==> src/rtl/agencia_cofre_fsm.sv <==
// Bank-branch vault supervisor: door violation FSM with grace window,
// minimum-duration siren, manager acknowledge and latched door flags.
module agencia_cofre_fsm #(
   parameter int NCOFRES  = 2,
   parameter int T_TOLER  = 3,
   parameter int T_SIRENE = 8
) (
   input  logic               clk_2,
   input  logic               reset,
   input  logic [NCOFRES-1:0] porta_cofre,
   input  logic               relogio,
   input  logic               interruptor,
   input  logic               reconhece,
   output logic               alarme,
   output logic               sirene,
   output logic [NCOFRES-1:0] cofre_violado,
   output logic [1:0]         estado
);

   localparam int TMAX = (T_SIRENE > T_TOLER) ? T_SIRENE : T_TOLER;
   localparam int CW   = $clog2(TMAX + 1);

   localparam logic [CW-1:0] C_TOL = CW'(T_TOLER - 1);
   localparam logic [CW-1:0] C_SIR = CW'(T_SIRENE);

   localparam logic [1:0] NORMAL     = 2'b00;
   localparam logic [1:0] TOLERANCIA = 2'b01;
   localparam logic [1:0] ALARME     = 2'b10;
   localparam logic [1:0] SILENCIADO = 2'b11;

   logic [1:0]         r_estado;
   logic [CW-1:0]      r_cnt;
   logic [NCOFRES-1:0] r_violado;

   logic [1:0]         w_nxt;
   logic [CW-1:0]      w_cnt_nxt;
   logic [NCOFRES-1:0] w_violado_nxt;
   logic [NCOFRES-1:0] w_viol_vec;
   logic               w_viol;
   logic               w_nova;

   // A door counts as violating when open while armed or out of hours.
   always_comb begin
      w_viol_vec = porta_cofre & {NCOFRES{interruptor | ~relogio}};
      w_viol     = |w_viol_vec;
      w_nova     = |(w_viol_vec & ~r_violado);
   end

   // Next-state and counter logic; cnt restarts whenever ALARME is entered.
   always_comb begin
      w_nxt     = r_estado;
      w_cnt_nxt = r_cnt;
      case (r_estado)
         NORMAL: begin
            w_cnt_nxt = '0;
            if (w_viol)
               w_nxt = interruptor ? ALARME : TOLERANCIA;
         end
         TOLERANCIA: begin
            w_cnt_nxt = r_cnt + CW'(1);
            if (interruptor && w_viol)
               w_nxt = ALARME;
            else if (!w_viol)
               w_nxt = NORMAL;
            else if (r_cnt == C_TOL)
               w_nxt = ALARME;
         end
         ALARME: begin
            if (r_cnt != C_SIR)
               w_cnt_nxt = r_cnt + CW'(1);
            else if (reconhece)
               w_nxt = w_viol ? SILENCIADO : NORMAL;
         end
         SILENCIADO: begin
            if (w_nova)
               w_nxt = ALARME;
            else if (!w_viol)
               w_nxt = NORMAL;
         end
         default: begin
            w_nxt     = NORMAL;
            w_cnt_nxt = '0;
         end
      endcase
      if (w_nxt == NORMAL)
         w_cnt_nxt = '0;
      else if (w_nxt == ALARME && r_estado != ALARME)
         w_cnt_nxt = '0;
   end

   // Door flags accumulate while alarmed and clear on return to NORMAL.
   always_comb begin
      w_violado_nxt = r_violado;
      if (w_nxt == NORMAL)
         w_violado_nxt = '0;
      else if (w_nxt == ALARME || r_estado == ALARME ||
               r_estado == SILENCIADO)
         w_violado_nxt = r_violado | w_viol_vec;
   end

   // State, counter and flag registers with synchronous reset.
   always_ff @(posedge clk_2) begin
      if (reset) begin
         r_estado  <= NORMAL;
         r_cnt     <= '0;
         r_violado <= '0;
      end else begin
         r_estado  <= w_nxt;
         r_cnt     <= w_cnt_nxt;
         r_violado <= w_violado_nxt;
      end
   end

   // Moore outputs decoded from the state register.
   always_comb begin
      estado        = r_estado;
      alarme        = r_estado[1];
      sirene        = (r_estado == ALARME);
      cofre_violado = r_violado;
   end

endmodule
==> config.mk <==
export PLATFORM = sky130hd
export DESIGN_NAME = agencia_cofre_fsm
export DESIGN_NICKNAME = d
export VERILOG_FILES = /design/src/rtl/agencia_cofre_fsm.sv
export SDC_FILE = /design/constraint.sdc
export NUM_CORES = 1
export LEC_CHECK = 0
export CAP_MARGIN = 40
export CORE_ASPECT_RATIO = 1.1
export CORE_UTILIZATION = 35
export CTS_CLUSTER_DIAMETER = 60
export DETAILED_ROUTE_END_ITERATION = 8
export GPL_TIMING_DRIVEN = 0
export PLACE_DENSITY_LB_ADDON = 0.08
export SYNTH_ARGS = -nofsm -noshare
export SYNTH_HDL_FRONTEND = slang
export SYNTH_SLANG_ARGS = --single-unit
==> constraint.sdc <==
create_clock -name clk_2 -period 2.11 [get_ports clk_2]
set_input_delay 0.633 -clock clk_2 [delete_from_list [all_inputs] [get_ports clk_2]]
set_output_delay 0.633 -clock clk_2 [all_outputs]
set_load 0.05 [all_outputs]
==> impl_metrics.ini <==
[clock_network]
cts_root_buffer = clkbuf_4
cts_tree = done
hold_buffers = 0
numCtsBuffers = 3
path_clk_slew_ns = 0.05
insertion_delay_ns = 0.25
clkSinkCount = 8
htreeDepth = 1
clk_path_buf_depth = 2

[worst_hold_path]
hp-class = reg2reg
timing.hold.worst_path_depth = 2
worstHoldStart = r_cnt[2]
min_to = r_cnt[2]

[timing]
finalSetupViolations = 0
hold_violations = 0
finalCriticalPeriod_ns = 2.05
rsz0062_at_grt = false
tns_ns = 0
skew_ns = 0.00149
tightest_slew_ns = 0.503
fin_crit_sh_pct = 97.3
whs_ns = 0.545
max_freq_mhz = 487
slew_viol_final = 0
slew_headroom_pct = 66.4

[setup_path]
reg2reg_to = cofre_violado[0]
worstSetupPathType = in2reg
worstPathMaxFanout = 3
reg2reg_from = r_cnt[0]
worst-r2r-setup-slack_ns = 0.16
r2r_cells = 8
cp-start-kind = input port
critical_path_required_ns = 2.27
crit_path_end_kind = flop
cp.arrival_ns = 2.22

[flow_run]
drv_cap = 0

[global_routing]
grt_max_degree = 9
antenna_found_initial = 0
grt_overflow_total = 0
grt_usage_pct = 15.4
grt_pass1_vias = 648
grt_pass1_wl_mm = 2.55

[yosys]
yosysSeqAreaShare_pct = 23.2
syn_area_sq_um = 689
avgSynthCellArea_sq_um = 8.62
ys_ff_latch = 8
synth_fp_nets = 94
synth_cell_types = 39
yosys_warnings = 0
netlist_instances = 80

[power_and_ir_drop]
swShare_pct = 40.0
intPower_mw = 0.328
p_per_area_nw_per_um2 = 609
p_seq_share_pct = 33.0
p_clk_share_pct = 20.5
p_leak_nw = 0.395
ir_worst_vdd_mv = 0.364
switching_power_mw = 0.218
power_frac_comb_pct = 46.6

[route]
drt-initial-drc-count = 11
wl_per_cell_um = 12.4
ant_nets = 0
post-route-drc-count = 0
via_per_inst = 5.44
dr.pass1.iters = 4
routed_wl_mm = 1.53
num_vias = 669

[place]
hpwl_mm = 1.21
portBuffers = 12
gp_congestion = 0.835
place_area_sq_um = 847
place_inst = 119

[cells_and_area]
area_growth_pct = 29.9
final_cell_mix = inv_1, a21oi_1, ha_1, dfxtp_1, dlygate4sd2_1
final_common_cell = inv_1
nNetsFinal = 112
fin_util_pct = 49.2
layout-drive-gt1-share_pct = 20.8
n_antenna_cell = 0
fin_cells = 123
final_area_sq_um = 896

[die]
io_pins = 13
core_region_area_sq_um = 1820
initial_core_util_pct = 37.8
fp-row-count = 16
die_h_um = 48.6
die_w_um = 44.3
dieArea_sq_um = 2150

[status]
outcome = completed
-- how the worst max path moves through the flow --
| stage | start | end | slack (ns) | depth (start not counted) |
|---|---|---|---|---|
| 2_1_floorplan | estado[0] | r_cnt[0] | 0.02 | 6 |
| 3_3_place_gp | relogio | r_cnt[2] | -0.39 | 6 |
| 3_5_place_dp | relogio | r_cnt[2] | -0.41 | 6 |
| 4_1_cts | relogio | r_cnt[2] | 0.02 | 6 |
| 5_1_grt | reconhece | r_cnt[2] | 0.02 | 6 |
| 6_report | reconhece | cofre_violado[0] | 0.06 | 6 |
-- sequential cells by signal, summed over array words and instances (netlist names) --
| name | count |
|---|---|
| cofre_violado | 2 |
| estado | 2 |
| r_cnt | 4 |
-- logic make-up after synthesis --
logic type	after synthesis	synth area share [%]
compound gates	31	36.1
fa+ha+maj	7	12.7
buf+inv	10	5.99
flops	8	23.2
mux	1	1.63
simple gates	23	20.3
-- power groups by stage --
stage | logic [mW] | registers [mW] | clock network, mW
floorplan | 0.150 | 0.213 | 0
global placement | 0.251 | 0.183 | 0
detailed placement | 0.251 | 0.183 | 0
CTS | 0.251 | 0.180 | 0.116
global route | 0.273 | 0.182 | 0.125
finish | 0.254 | 0.180 | 0.112
-- synthesized netlist by cell type --
master	n	share of area [%]
a211oi_1	2	2.2
o211a_1	2	2.9
o21ai_0	4	2.9
o221a_1	1	1.6
a21boi_4	1	2.7
nor2_2	1	0.91
nand2b_1	2	1.8
a31oi_1	1	0.91
or3_1	1	0.91
buf_4	1	1.1
o21ba_1	1	1.5
ha_1	7	13
nor2_1	2	1.1
dfxtp_1	8	23
a21oi_2	1	1.3
o31ai_2	1	1.8
o2111ai_2	1	2.2
nand4_1	1	0.91
nor2b_1	3	2.7
a41oi_1	1	1.3
o211ai_1	1	1.1
a221o_1	1	1.5
nand2_4	1	1.6
nor3b_1	2	2.2
o21a_1	1	1.1
nor3_1	2	1.5
nor4_1	1	0.91
a21oi_1	7	5.1
o22ai_1	1	0.91
a311oi_1	1	1.3
o2111a_1	1	1.6
nand2_1	4	2.2
mux2_2	1	1.6
nor4b_1	1	1.3
inv_1	9	4.9
or4_4	1	1.6
a22oi_1	1	1.1
o21ai_2	1	1.3
nand3_1	1	0.73
-- stage by stage --
step	power (mW)	setup WS [ns]
2_1_floorplan	0.363	0.0179
3_3_place_gp	0.435	-0.385
3_5_place_dp	0.434	-0.415
4_1_cts	0.546	0.0185
5_1_grt	0.579	0.0155
6_report	0.546	0.0561
-- layer usage --
metal | vias up | GRT usage (%) | share of wire [%]
met2 | 10 | 27.0 | 53
met5 | - | 0 | 0
met4 | 0 | 6.06 | 0.85
met3 | 2 | 4.10 | 2.7
met1 | 322 | 17.0 | 43
li1 | 335 | - | -
-- critical path, stage by stage --
cell and delay [ns]:
clkdlybuf4s50_1 0.50, nand2_4 0.05, or4_4 0.56, a21boi_4 0.17
o21ai_2 0.08, a211oi_1 0.23
-- repair_timing --
action                     in CTS  in global routing
buffers inserted                1                  0
setup endpoints to repair      10                  8
cloned                          0                  0
gates resized for setup        11                  6
pin swaps                       4                  0
-- final cells by class --
| class | count | area, sq um |
|---|---|---|
| Buffer | 1 | 7.51 |
| Multi-Input combinational cell | 62 | 510 |
| Fill cell | 203 | 926 |
| Timing Repair Buffer | 13 | 125 |
| Inverter | 9 | 33.8 |
| Tap cell | 27 | 33.8 |
| Clock buffer | 3 | 22.5 |
| Sequential cell | 8 | 163 |
Power figures use the tool's default switching activity.
